## src/rtl/jpeg_pkg.sv

```systemverilog
// jpeg_pkg: constants and symbol types shared by the JPEG entropy path.
package jpeg_pkg;
  localparam int BLOCK_LEN = 64;
  localparam int ZRL_RUN = 15;
  localparam int RUN_W = 4;
  localparam int SIZE_W = 4;
  localparam int COEF_BITS = 12;
  typedef enum logic [2:0] {IDLE, RD, CAP, DEC, EMIT, FIN} rle_state_t;
  typedef struct packed {
    logic dc;
    logic [RUN_W-1:0] run;
    logic [SIZE_W-1:0] size;
    logic [COEF_BITS-1:0] amp;
  } sym_t;
endpackage

```

## src/rtl/rle_scan_if.sv

```systemverilog
// rle_scan_if: zig-zag RAM read port plus the symbol stream toward the Huffman coder.
interface rle_scan_if import jpeg_pkg::*; #(parameter int COEF_W = COEF_BITS);
  logic zig_zag_rd_en;
  logic [5:0] zig_zag_rd_addr;
  logic [COEF_W-1:0] zig_zag_rd_data;
  logic sym_valid, sym_ready, sym_dc;
  logic [RUN_W-1:0] sym_run;
  logic [SIZE_W-1:0] sym_size;
  logic [COEF_W-1:0] sym_amp;
  modport master (
    output zig_zag_rd_en, zig_zag_rd_addr, sym_valid, sym_dc, sym_run, sym_size, sym_amp,
    input  zig_zag_rd_data, sym_ready
  );
  modport slave (
    input  zig_zag_rd_en, zig_zag_rd_addr, sym_valid, sym_dc, sym_run, sym_size, sym_amp,
    output zig_zag_rd_data, sym_ready
  );
endinterface

```

## src/rtl/rle_size_amp.sv

```systemverilog
// rle_size_amp: JPEG magnitude category and amplitude bits of a signed value.
module rle_size_amp import jpeg_pkg::*; #(parameter int COEF_W = COEF_BITS) (
  input  logic signed [COEF_W:0] val,
  output logic [SIZE_W-1:0] size,
  output logic [COEF_W-1:0] amp
);
  logic [COEF_W:0] mag;
  logic [COEF_W-1:0] amp_full;
  always_comb begin
    mag = val[COEF_W] ? -val : val;
    size = '0;
    for (int i = 0; i <= COEF_W; i++) if (mag[i]) size = SIZE_W'(i + 1);
  end
  // negative values carry (value-1), i.e. the one's complement of |value|
  assign amp_full = COEF_W'(val[COEF_W] ? val - (COEF_W+1)'(1) : val);
  assign amp = amp_full & ({COEF_W{1'b1}} >> (COEF_W - int'(size)));
endmodule

```

## src/rtl/rle_scan.sv

```systemverilog
// rle_scan: turns one zig-zag ordered 8x8 block into JPEG DC/AC/ZRL/EOB symbols.
module rle_scan import jpeg_pkg::*; #(parameter int COEF_W = COEF_BITS) (
  input  logic clk_in,
  input  logic rst,
  input  logic huffman_start,
  input  logic eof_in,
  input  logic halt,
  output logic block_done,
  output logic eof_out,
  rle_scan_if.master bus
);
  localparam logic [5:0] LAST = 6'(BLOCK_LEN - 1);
  rle_state_t state;
  logic [5:0] idx, run;
  logic signed [COEF_W-1:0] coef_q, prev_dc;
  logic eof_q, pend, pend_eof, zrl, valid;
  logic signed [COEF_W:0] val;
  logic [SIZE_W-1:0] size;
  logic [COEF_W-1:0] amp;
  sym_t sym;
  // DC uses the difference to the previous block, AC the coefficient itself
  assign val = {coef_q[COEF_W-1], coef_q} - (idx == '0 ? {prev_dc[COEF_W-1], prev_dc} : '0);
  assign zrl = !sym.dc && sym.size == '0 && sym.run == RUN_W'(ZRL_RUN);
  assign bus.zig_zag_rd_en = state == RD && !halt;
  assign bus.zig_zag_rd_addr = idx;
  assign bus.sym_valid = valid;
  assign {bus.sym_dc, bus.sym_run, bus.sym_size, bus.sym_amp} = sym;
  rle_size_amp #(.COEF_W(COEF_W)) u_size_amp (.val(val), .size(size), .amp(amp));
  always_ff @(posedge clk_in or negedge rst) begin
    if (!rst) begin
      state <= IDLE;
      idx <= '0;
      run <= '0;
      coef_q <= '0;
      prev_dc <= '0;
      eof_q <= 1'b0;
      pend <= 1'b0;
      pend_eof <= 1'b0;
      sym <= '0;
      valid <= 1'b0;
      block_done <= 1'b0;
      eof_out <= 1'b0;
    end else begin
      block_done <= 1'b0;
      eof_out <= 1'b0;
      if (huffman_start && state != IDLE && !pend) begin
        pend <= 1'b1;
        pend_eof <= eof_in;
      end
      case (state)
        IDLE: if (pend || huffman_start) begin
          eof_q <= pend ? pend_eof : eof_in;
          pend <= pend && huffman_start;
          pend_eof <= eof_in;
          idx <= '0;
          run <= '0;
          state <= RD;
        end
        RD: state <= halt ? RD : CAP;
        CAP: begin
          coef_q <= bus.zig_zag_rd_data;
          state <= DEC;
        end
        DEC: if (idx != '0 && coef_q == '0 && idx != LAST) begin
          run <= run + 6'd1;
          idx <= idx + 6'd1;
          state <= RD;
        end else begin
          valid <= 1'b1;
          state <= EMIT;
          if (idx == '0) begin
            prev_dc <= coef_q;
            sym <= '{1'b1, '0, size, amp};
          end else if (coef_q == '0) sym <= '0;
          else if (run >= 6'd16) begin
            sym <= '{1'b0, RUN_W'(ZRL_RUN), '0, '0};
            run <= run - 6'd16;
          end else begin
            sym <= '{1'b0, run[RUN_W-1:0], size, amp};
            run <= '0;
          end
        end
        // EOB only ever sits at the last index, so idx==LAST alone ends the block
        EMIT: if (bus.sym_ready) begin
          valid <= 1'b0;
          if (zrl) state <= DEC;
          else if (idx == LAST) begin
            block_done <= 1'b1;
            eof_out <= eof_q;
            state <= FIN;
          end else begin
            idx <= idx + 6'd1;
            state <= RD;
          end
        end
        FIN: begin
          if (eof_q) prev_dc <= '0;
          state <= IDLE;
        end
        default: state <= IDLE;
      endcase
    end
  end
endmodule

```

## src/flat_wrapper.sv

```systemverilog
// flat-port wrapper written by rule: the top's interface ports become plain ports
module rle_scan_flat import jpeg_pkg::*;
#(parameter int COEF_W = COEF_BITS)
  (clk_in, rst, huffman_start, eof_in, halt, block_done, eof_out, bus_zig_zag_rd_en, bus_zig_zag_rd_addr, bus_sym_valid, bus_sym_dc, bus_sym_run, bus_sym_size, bus_sym_amp, bus_zig_zag_rd_data, bus_sym_ready);
  rle_scan_if #(.COEF_W(COEF_W)) bus_i ();
  input  logic clk_in;
  input  logic rst;
  input  logic huffman_start;
  input  logic eof_in;
  input  logic halt;
  output logic block_done;
  output logic eof_out;
  output wire logic [$bits(bus_i.zig_zag_rd_en)-1:0] bus_zig_zag_rd_en;
  output wire logic [$bits(bus_i.zig_zag_rd_addr)-1:0] bus_zig_zag_rd_addr;
  output wire logic [$bits(bus_i.sym_valid)-1:0] bus_sym_valid;
  output wire logic [$bits(bus_i.sym_dc)-1:0] bus_sym_dc;
  output wire logic [$bits(bus_i.sym_run)-1:0] bus_sym_run;
  output wire logic [$bits(bus_i.sym_size)-1:0] bus_sym_size;
  output wire logic [$bits(bus_i.sym_amp)-1:0] bus_sym_amp;
  input wire logic [$bits(bus_i.zig_zag_rd_data)-1:0] bus_zig_zag_rd_data;
  input wire logic [$bits(bus_i.sym_ready)-1:0] bus_sym_ready;
  assign bus_zig_zag_rd_en = bus_i.zig_zag_rd_en;
  assign bus_zig_zag_rd_addr = bus_i.zig_zag_rd_addr;
  assign bus_sym_valid = bus_i.sym_valid;
  assign bus_sym_dc = bus_i.sym_dc;
  assign bus_sym_run = bus_i.sym_run;
  assign bus_sym_size = bus_i.sym_size;
  assign bus_sym_amp = bus_i.sym_amp;
  assign bus_i.zig_zag_rd_data = bus_zig_zag_rd_data;
  assign bus_i.sym_ready = bus_sym_ready;
  rle_scan #(.COEF_W(COEF_W)) u_core (.clk_in(clk_in), .rst(rst), .huffman_start(huffman_start), .eof_in(eof_in), .halt(halt), .block_done(block_done), .eof_out(eof_out), .bus(bus_i));
endmodule
```

## config.mk

```make
export PLATFORM = sky130hd
export DESIGN_NAME = rle_scan_flat
export DESIGN_NICKNAME = d
export VERILOG_FILES = /design/src/rtl/jpeg_pkg.sv /design/src/rtl/rle_scan_if.sv /design/src/rtl/rle_size_amp.sv /design/src/rtl/rle_scan.sv /design/src/flat_wrapper.sv
export SDC_FILE = /design/constraint.sdc
export NUM_CORES = 1
export LEC_CHECK = 0
export CORE_UTILIZATION = 50
export CTS_CLUSTER_SIZE = 14
export DETAILED_ROUTE_END_ITERATION = 10
export PLACE_DENSITY_LB_ADDON = 0.08
export SLEW_MARGIN = 5
export SYNTH_ARGS = -nofsm -noshare
export SYNTH_HDL_FRONTEND = slang
export SYNTH_SLANG_ARGS = --single-unit
```

## constraint.sdc

```tcl
create_clock -name clk_in -period 13.55 [get_ports clk_in]
set_input_delay 2.71 -clock clk_in [delete_from_list [all_inputs] [get_ports clk_in]]
set_output_delay 2.71 -clock clk_in [all_outputs]
set_load 0.005 [all_outputs]
```

==> results of run 1 <==
state kept, by name, indices dropped and copies added, names as in the netlist:
signal / flops
u_core.bus.sym_amp: 12
u_core.coef_q: 12
u_core.prev_dc: 12
u_core.bus.zig_zag_rd_addr: 6
u_core.run: 6
u_core.bus.sym_run: 4
u_core.bus.sym_size: 4
u_core.state: 3
u_core.block_done: 1
u_core.bus.sym_dc: 1
u_core.bus.sym_valid: 1
u_core.eof_out: 1
u_core.eof_q: 1
u_core.pend: 1
u_core.pend_eof: 1
logic make-up (layout without fill, tap and decap cells):
| group | count (synthesis) | after routing | share of synthesized area, % |
|---|---|---|---|
| mux | 23 | 23 | 5.29 |
| xor+xnor | 23 | 23 | 4.71 |
| buf+inv | 37 | 77 | 3.13 |
| fa+ha+maj | 19 | 19 | 5.16 |
| simple gates | 234 | 234 | 24.3 |
| compound gates | 149 | 149 | 22.7 |
| flops | 66 | 66 | 34.7 |
critical path, stage by stage:
cell and delay (ns):
clkdlybuf4s50_1 0.43, nor4b_1 0.35, clkdlybuf4s50_1 0.57
routing by layer:
layer / up-vias / part of all wire [%]
met1: 2090 / 49
met2: 117 / 46
met4: 0 / 1.3
li1: 2118 / -
met5: - / 0
met3: 17 / 4.5
through the flow:
stage	instance area [sq um]	util, %	hold slack (ns)
floorplan	4750	-	0.441
global placement	5310	57.5	0.459
detailed placement	5310	57.5	0.461
CTS	5540	59.9	0.478
global route	5540	59.9	0.505
finish	5540	59.9	0.480
how the worst min path moves through the flow:
stage	slack [ns]	cells past startpoint	from	to
after detailed placement	0.46	2	u_core.prev_dc[0]	u_core.prev_dc[0]
after global placement	0.46	2	u_core.prev_dc[0]	u_core.prev_dc[0]
after global routing	0.51	2	u_core.prev_dc[0]	u_core.prev_dc[0]
after CTS	0.48	2	u_core.prev_dc[0]	u_core.prev_dc[0]
after floorplan	0.44	2	u_core.prev_dc[0]	u_core.prev_dc[0]
final	0.48	2	u_core.prev_dc[0]	u_core.prev_dc[0]
cell usage after synthesis, types with 5 or more instances:
| library cell | n | share of area [%] |
|---|---|---|
| mux2_2 | 16 | 3.8 |
| and3_1 | 9 | 1.2 |
| buf_2 | 5 | 0.53 |
| a21oi_1 | 12 | 1.3 |
| dfrtp_1 | 66 | 35 |
| nor2_1 | 47 | 3.7 |
| nor4_1 | 13 | 1.7 |
| and2_1 | 11 | 1.4 |
| inv_1 | 13 | 1.0 |
| xnor2_1 | 17 | 3.1 |
| a31oi_1 | 5 | 0.66 |
| o21ai_0 | 46 | 4.8 |
| o22ai_1 | 5 | 0.66 |
| nand2_1 | 79 | 6.2 |
| clkbuf_1 | 16 | 1.3 |
| ha_1 | 18 | 4.7 |
| nor2b_1 | 5 | 0.66 |
| mux2i_1 | 6 | 1.3 |
| or3_1 | 6 | 0.79 |
| nand4_1 | 6 | 0.79 |
| nor3_1 | 18 | 1.9 |
| o31ai_1 | 9 | 1.4 |
| nand3_1 | 17 | 1.8 |
| a32o_1 | 6 | 1.3 |
final cells by class:
type | instances | area, sq um
clock buffer | 12 | 165
inverter | 13 | 48.8
sequential | 66 | 1650
fill | 830 | 3700
tap | 129 | 161
multi-input combinational | 448 | 2960
timing repair buffer | 50 | 490
clock inverter | 2 | 60.1
==> metrics.md, run 1 <==
| Metric | Value |
|---|---|
| Status | `completed` |
| First-pass GRT wire length | `19.8 mm` |
| GRT met3 Usage | `3.87%` |
| Die width | `99.5 um` |
| Fmax | `0.148 GHz` |
| Met1 Usage GRT | `35.1%` |
| Top_reg_cell synth | `dfrtp_1` |
| Total vias in the final route | `4342` |
| Layout cells sized above 1 | `8.97%` |
| Final HPWL DP | `8.70 mm` |
| Clock Skew | `0.0120 ns` |
| Clock Path Buffers | `2` |
| Finished Layout Cells | `720` |
| Reg2Reg Capture Point | `u_core.bus.sym_amp[5]` |
| CTS Sinks | `66` |
| Setup violators final | `0` |
| Mapped Area | `0.00475 sq mm` |
| Clock-pin slew on the worst setup and hold paths | `0.07 ns` |
| Area delta synth->final | `16.4%` |
| Crit start category | `primary input` |
| Routed length per instance | `16.1 um` |
| First DRT Iteration DRCs | `308` |
| H-tree levels | `3` |
| DR DRC count | `0` |
| Post-route minimum period | `6.77 ns` |
| Most frequent cells in the layout | `79 x nand2_1, 66 x dfrtp_1, 47 x nor2_1, 47 x clkdlybuf4s50_1, 46 x o21ai_0` |
| DRT antenna net count | `0` |
| Remaining Overflow, GRT | `0` |
| Slew Limit Fails | `0` |
| Slew HR | `28.4%` |
| CTS tree | `yes` |
| Die Span Y | `99.5 um` |
| Core Region | `0.00924 sq mm` |
| Met2 usage | `40.0%` |
| Total Wirelength | `11.6 mm` |
| Post-Syn Nets | `588` |
| IO Count | `49` |
| Worst R2R Setup Slack | `6.97 ns` |
| Critical Path RT | `10.84 ns` |
| GPL Wtd Cong | `0.868` |
| Initial antenna violation count | `0` |
| Pre-CTS WS | `6.78 ns` |
| Die area | `0.00990 sq mm` |
| Worst Max-Slew Pin Slew | `1.07 ns` |
| Register bit total from synthesis | `66` |
| N_diodes | `0` |
| Vias per cell | `6.03` |
| Nets | `625` |
| Setup CP Type | `primary input to output port` |
| Synth async-reset ratio | `100%` |
| Setup TNS Final | `0 ns` |
| Vias in the first global route | `4074` |
| Sequential share of the synthesized area | `34.7%` |
| Crit path max fanout | `2` |
| Synth cell types | `76` |
| Port Buffers | `48` |
| Synthesized area per cell | `8.63 sq um` |
| Most common cell after layout, fill and taps aside | `nand2_1` |
| Setup repair after global routing missed its margin | `false` |
| Max cap viols | `0` |
| Setup bufs post-CTS | `0` |
| Post-synth EDFFs | `0` |
| CTS Buf Count | `9` |
| CP Capture Point | `bus_zig_zag_rd_en` |
| Hold Crit Class | `flop to flop` |
| Hold Fails Final Rpt | `0` |
| Syn. warnings | `0` |
| Worst path arrival time | `4.06 ns` |
| CP startpoint | `halt` |
| # rows | `35` |
| Cts hold-fix bufs | `0` |
| Fin worst setup slack | `6.78 ns` |
| Worst setup EP type | `output port` |
| Root Driver | `clkbuf_8` |
| DP Cell Count | `706` |
| Starting Density | `51.5%` |
| Global-route layer with the greatest usage | `met2` |
| Worst-skew pair later-pin latency | `0.34 ns` |
| DR pass1 iterations | `6` |
| Final Cycle Share | `50.0%` |
| Post-Syn Instances | `551` |
| Total track usage | `25.0%` |
| R2R Path Start | `u_core.bus.zig_zag_rd_addr[2]` |
| Largest net degree at the start of global routing | `67` |
| Worst reg-to-reg path cell count | `17` |
| Number of gates resized after CTS | `0` |
Power of run 1 is left out: the tool's default activity adds up to more than one toggle a clock period on the data nets, which glitch-free logic cannot reach.
==> run 2: changes to the inputs <==
==> constraint.sdc (replaced) <==
create_clock -name clk_in -period 6.94 [get_ports clk_in]
set_input_delay 1.388 -clock clk_in [delete_from_list [all_inputs] [get_ports clk_in]]
set_output_delay 1.388 -clock clk_in [all_outputs]
set_load 0.005 [all_outputs]
==> run 2 against run 1 <==
Sequential share of layout area fell by 0.081 points. Worst setup slack worse by 5.9 ns. Flip-flop and latch count stayed put. Cell count grew 0.83%. Non-clock buffer count is 4 higher. Register-to-register slack got worse by 6.1 ns. Critical path depth rose by 14. Die area unchanged. Highest routed layer unchanged. Clock skew decreased by 0.0011 ns. Cell area grew 0.27%. Wire length rose by 3.6%. First-iteration DRC count down 16%.
==> metrics.md, run 2 (synthesis gave the netlist of run 1 again) <==
| Metric | Value |
|---|---|
| Met1 Usage GRT | `35.8% (+0.70 points)` |
| Setup CP Type | `flop to flop` |
| Layout cells sized above 1 | `9.55% (+0.58 points)` |
| Routed length per instance | `16.5 um (+2.7%)` |
| Clock Path Buffers | `2 (unchanged)` |
| Root Driver | `clkbuf_8` |
| Cell mode on critical path | `nand2_1` |
| Die Span Y | `99.5 um (unchanged)` |
| Final HPWL DP | `8.88 mm (+2.1%)` |
| DRT antenna net count | `0 (unchanged)` |
| Number of gates resized after CTS | `0 (unchanged)` |
| Worst-skew pair later-pin latency | `0.35 ns (about the same)` |
| DR pass1 iterations | `5 (-1)` |
| Die area | `0.00990 sq mm (unchanged)` |
| Core Region | `0.00924 sq mm (unchanged)` |
| Critical Path Slowest Stage Cell | `or4_1` |
| Hold Crit Class | `flop to flop` |
| CP startpoint | `u_core.bus.zig_zag_rd_addr[3]` |
| Worst Max-Slew Pin Slew | `1.04 ns (-0.0249 ns)` |
| Remaining Overflow, GRT | `0 (unchanged)` |
| Cell Area, Placed | `0.00534 sq mm (+0.57%)` |
| Most common cell after layout, fill and taps aside | `nand2_1` |
| Worst R2R Setup Slack | `0.91 ns (-6.06 ns)` |
| Starting Density | `51.5% (unchanged)` |
| Critical path depth in cells | `17 (+14)` |
| Crit start category | `flop` |
| Worst path arrival time | `6.26 ns (+2.20 ns)` |
| Met2 usage | `40.4% (+0.48 points)` |
| Die width | `99.5 um (unchanged)` |
| Max cap viols | `0 (unchanged)` |
| GRT met3 Usage | `4.64% (+0.77 points)` |
| Status | `completed` |
| N_diodes | `0 (unchanged)` |
| Setup bufs post-CTS | `0 (unchanged)` |
| CP Capture Point | `u_core.bus.sym_amp[5]` |
| Total vias in the final route | `4365 (+0.53%)` |
| Fmax | `0.166 GHz` |
| FF+latch area | `0.00165 sq mm (unchanged)` |
| First DRT Iteration DRCs | `259 (-16%)` |
| Crit path max fanout | `19 (+17)` |
| Worst setup EP type | `flop` |
| GPL Wtd Cong | `0.938 (+8.0%)` |
| Cts hold-fix bufs | `0 (unchanged)` |
| Setup repair after global routing missed its margin | `false` |
| Final Instance Area | `0.00555 sq mm (+0.27%)` |
| Setup TNS Final | `0 ns (unchanged)` |
| Critical path buffer and inverter count | `1 (-1)` |
| Worst reg-to-reg path cell count | `17 (unchanged)` |
| Initial antenna violation count | `0 (unchanged)` |
| # rows | `35 (unchanged)` |
| Vias per cell | `6.01 (-0.30%)` |
| Total Wirelength | `12.0 mm (+3.6%)` |
| Worst path cell trace | `nor4_1 > and2_1 > nand2_1 > fa_1 > a211oi_2 > nor2_1 > xnor2_2 > nand2_1 > or4_1 > o311a_1 > a21oi_2 > o21ai_1 > ha_1 > inv_1 > or3b_1 > a21o_1 > a32o_1` |
| Fill cells | `813 (-2.0%)` |
| Area of the multi-input gates | `0.00296 sq mm (unchanged)` |
| Slew Limit Fails | `0 (unchanged)` |
| Most frequent cells in the layout | `79 x nand2_1, 66 x dfrtp_1, 47 x nor2_1, 47 x clkdlybuf4s50_1, 46 x o21ai_0` |
| Global-route layer with the greatest usage | `met2` |
| DR DRC count | `0 (unchanged)` |
| Port Buffers | `48 (unchanged)` |
| R2R Path Start | `u_core.bus.zig_zag_rd_addr[3]` |
| Critical path's top delay family | `simple AND/OR/NAND/NOR gates` |
| CTS Sinks | `66 (unchanged)` |
| Critical Path RT | `7.17 ns (-3.67 ns)` |
| Clock Skew | `0.0109 ns (-0.00107 ns)` |
| First-pass GRT wire length | `20.2 mm (+1.9%)` |
| Post-route minimum period | `6.03 ns` |
| Hold WS | `0.490 ns (+0.0103 ns)` |
| CTS Buf Count | `9 (unchanged)` |
| Reg2Reg Capture Point | `u_core.bus.sym_amp[5]` |
| Nets | `629 (+0.64%)` |
| Slew HR | `30.1% (+1.7 points)` |
| Largest net degree at the start of global routing | `67 (unchanged)` |
| H-tree levels | `3 (unchanged)` |
| Clock-pin slew on the worst setup and hold paths | `0.08 ns (about the same)` |
| CP max stage delay | `0.61 ns (+0.04 ns)` |
| CTS tree | `yes` |
| Total track usage | `25.7% (+0.71 points)` |
| Area delta synth->final | `16.8%` |
| IO Count | `49 (unchanged)` |
| Vias in the first global route | `4104 (+0.74%)` |
| Hold Fails Final Rpt | `0 (unchanged)` |
| Final Cycle Share | `87.0%` |
| Setup violators final | `0 (unchanged)` |
run 2: through the flow:
| stage | worst slack, ns | util, % | instances |
|---|---|---|---|
| CTS | 0.949 | 60.1 | 726 |
| detailed placement | 0.990 | 57.8 | 710 |
| global route | 0.306 | 60.1 | 726 |
| finish | 0.906 | 60.1 | 726 |
| floorplan | 1.48 | - | 551 |
| global placement | 1.08 | 57.8 | 710 |
run 2: how the worst min path moves through the flow:
stage | startpoint | endpoint | slack [ns] | cells after the start
CTS | u_core.prev_dc[0] | u_core.prev_dc[0] | 0.49 | 2
floorplan | u_core.prev_dc[0] | u_core.prev_dc[0] | 0.44 | 2
detailed placement | u_core.prev_dc[0] | u_core.prev_dc[0] | 0.47 | 2
global route | u_core.prev_dc[3] | u_core.prev_dc[3] | 0.51 | 2
finish | u_core.prev_dc[2] | u_core.prev_dc[2] | 0.49 | 2
global placement | u_core.prev_dc[0] | u_core.prev_dc[0] | 0.46 | 2
run 2: cell type report:
class,instances,share of cell area (%)
clock inverters,5,1.42
multi-input cells,448,53.3
well taps,129,2.91
clock buffers,11,2.37
repair buffers,54,9.38
flip-flops and latches,66,29.7
inverters,13,0.879
run 2: worst register-to-register path, stage by stage, from the launching register on:
cell      delay, ns
dfrtp_1        0.44
nor4_1         0.33
and2_1         0.59
nand2_1        0.21
fa_1           0.47
a211oi_2       0.32
nor2_1         0.15
xnor2_2        0.34
nand2_1        0.26
or4_1          0.61
o311a_1        0.36
a21oi_2        0.25
o21ai_1        0.22
ha_1           0.45
inv_1          0.10
or3b_1         0.38
a21o_1         0.19
a32o_1         0.24
run 2: layer usage:
layer / wire (um) / part of all wire [%]
met1: 5670 / 47
met2: 5520 / 46
met3: 617 / 5.1
met4: 193 / 1.6
met5: 0 / 0
Power of run 2 is left out for the same reason.
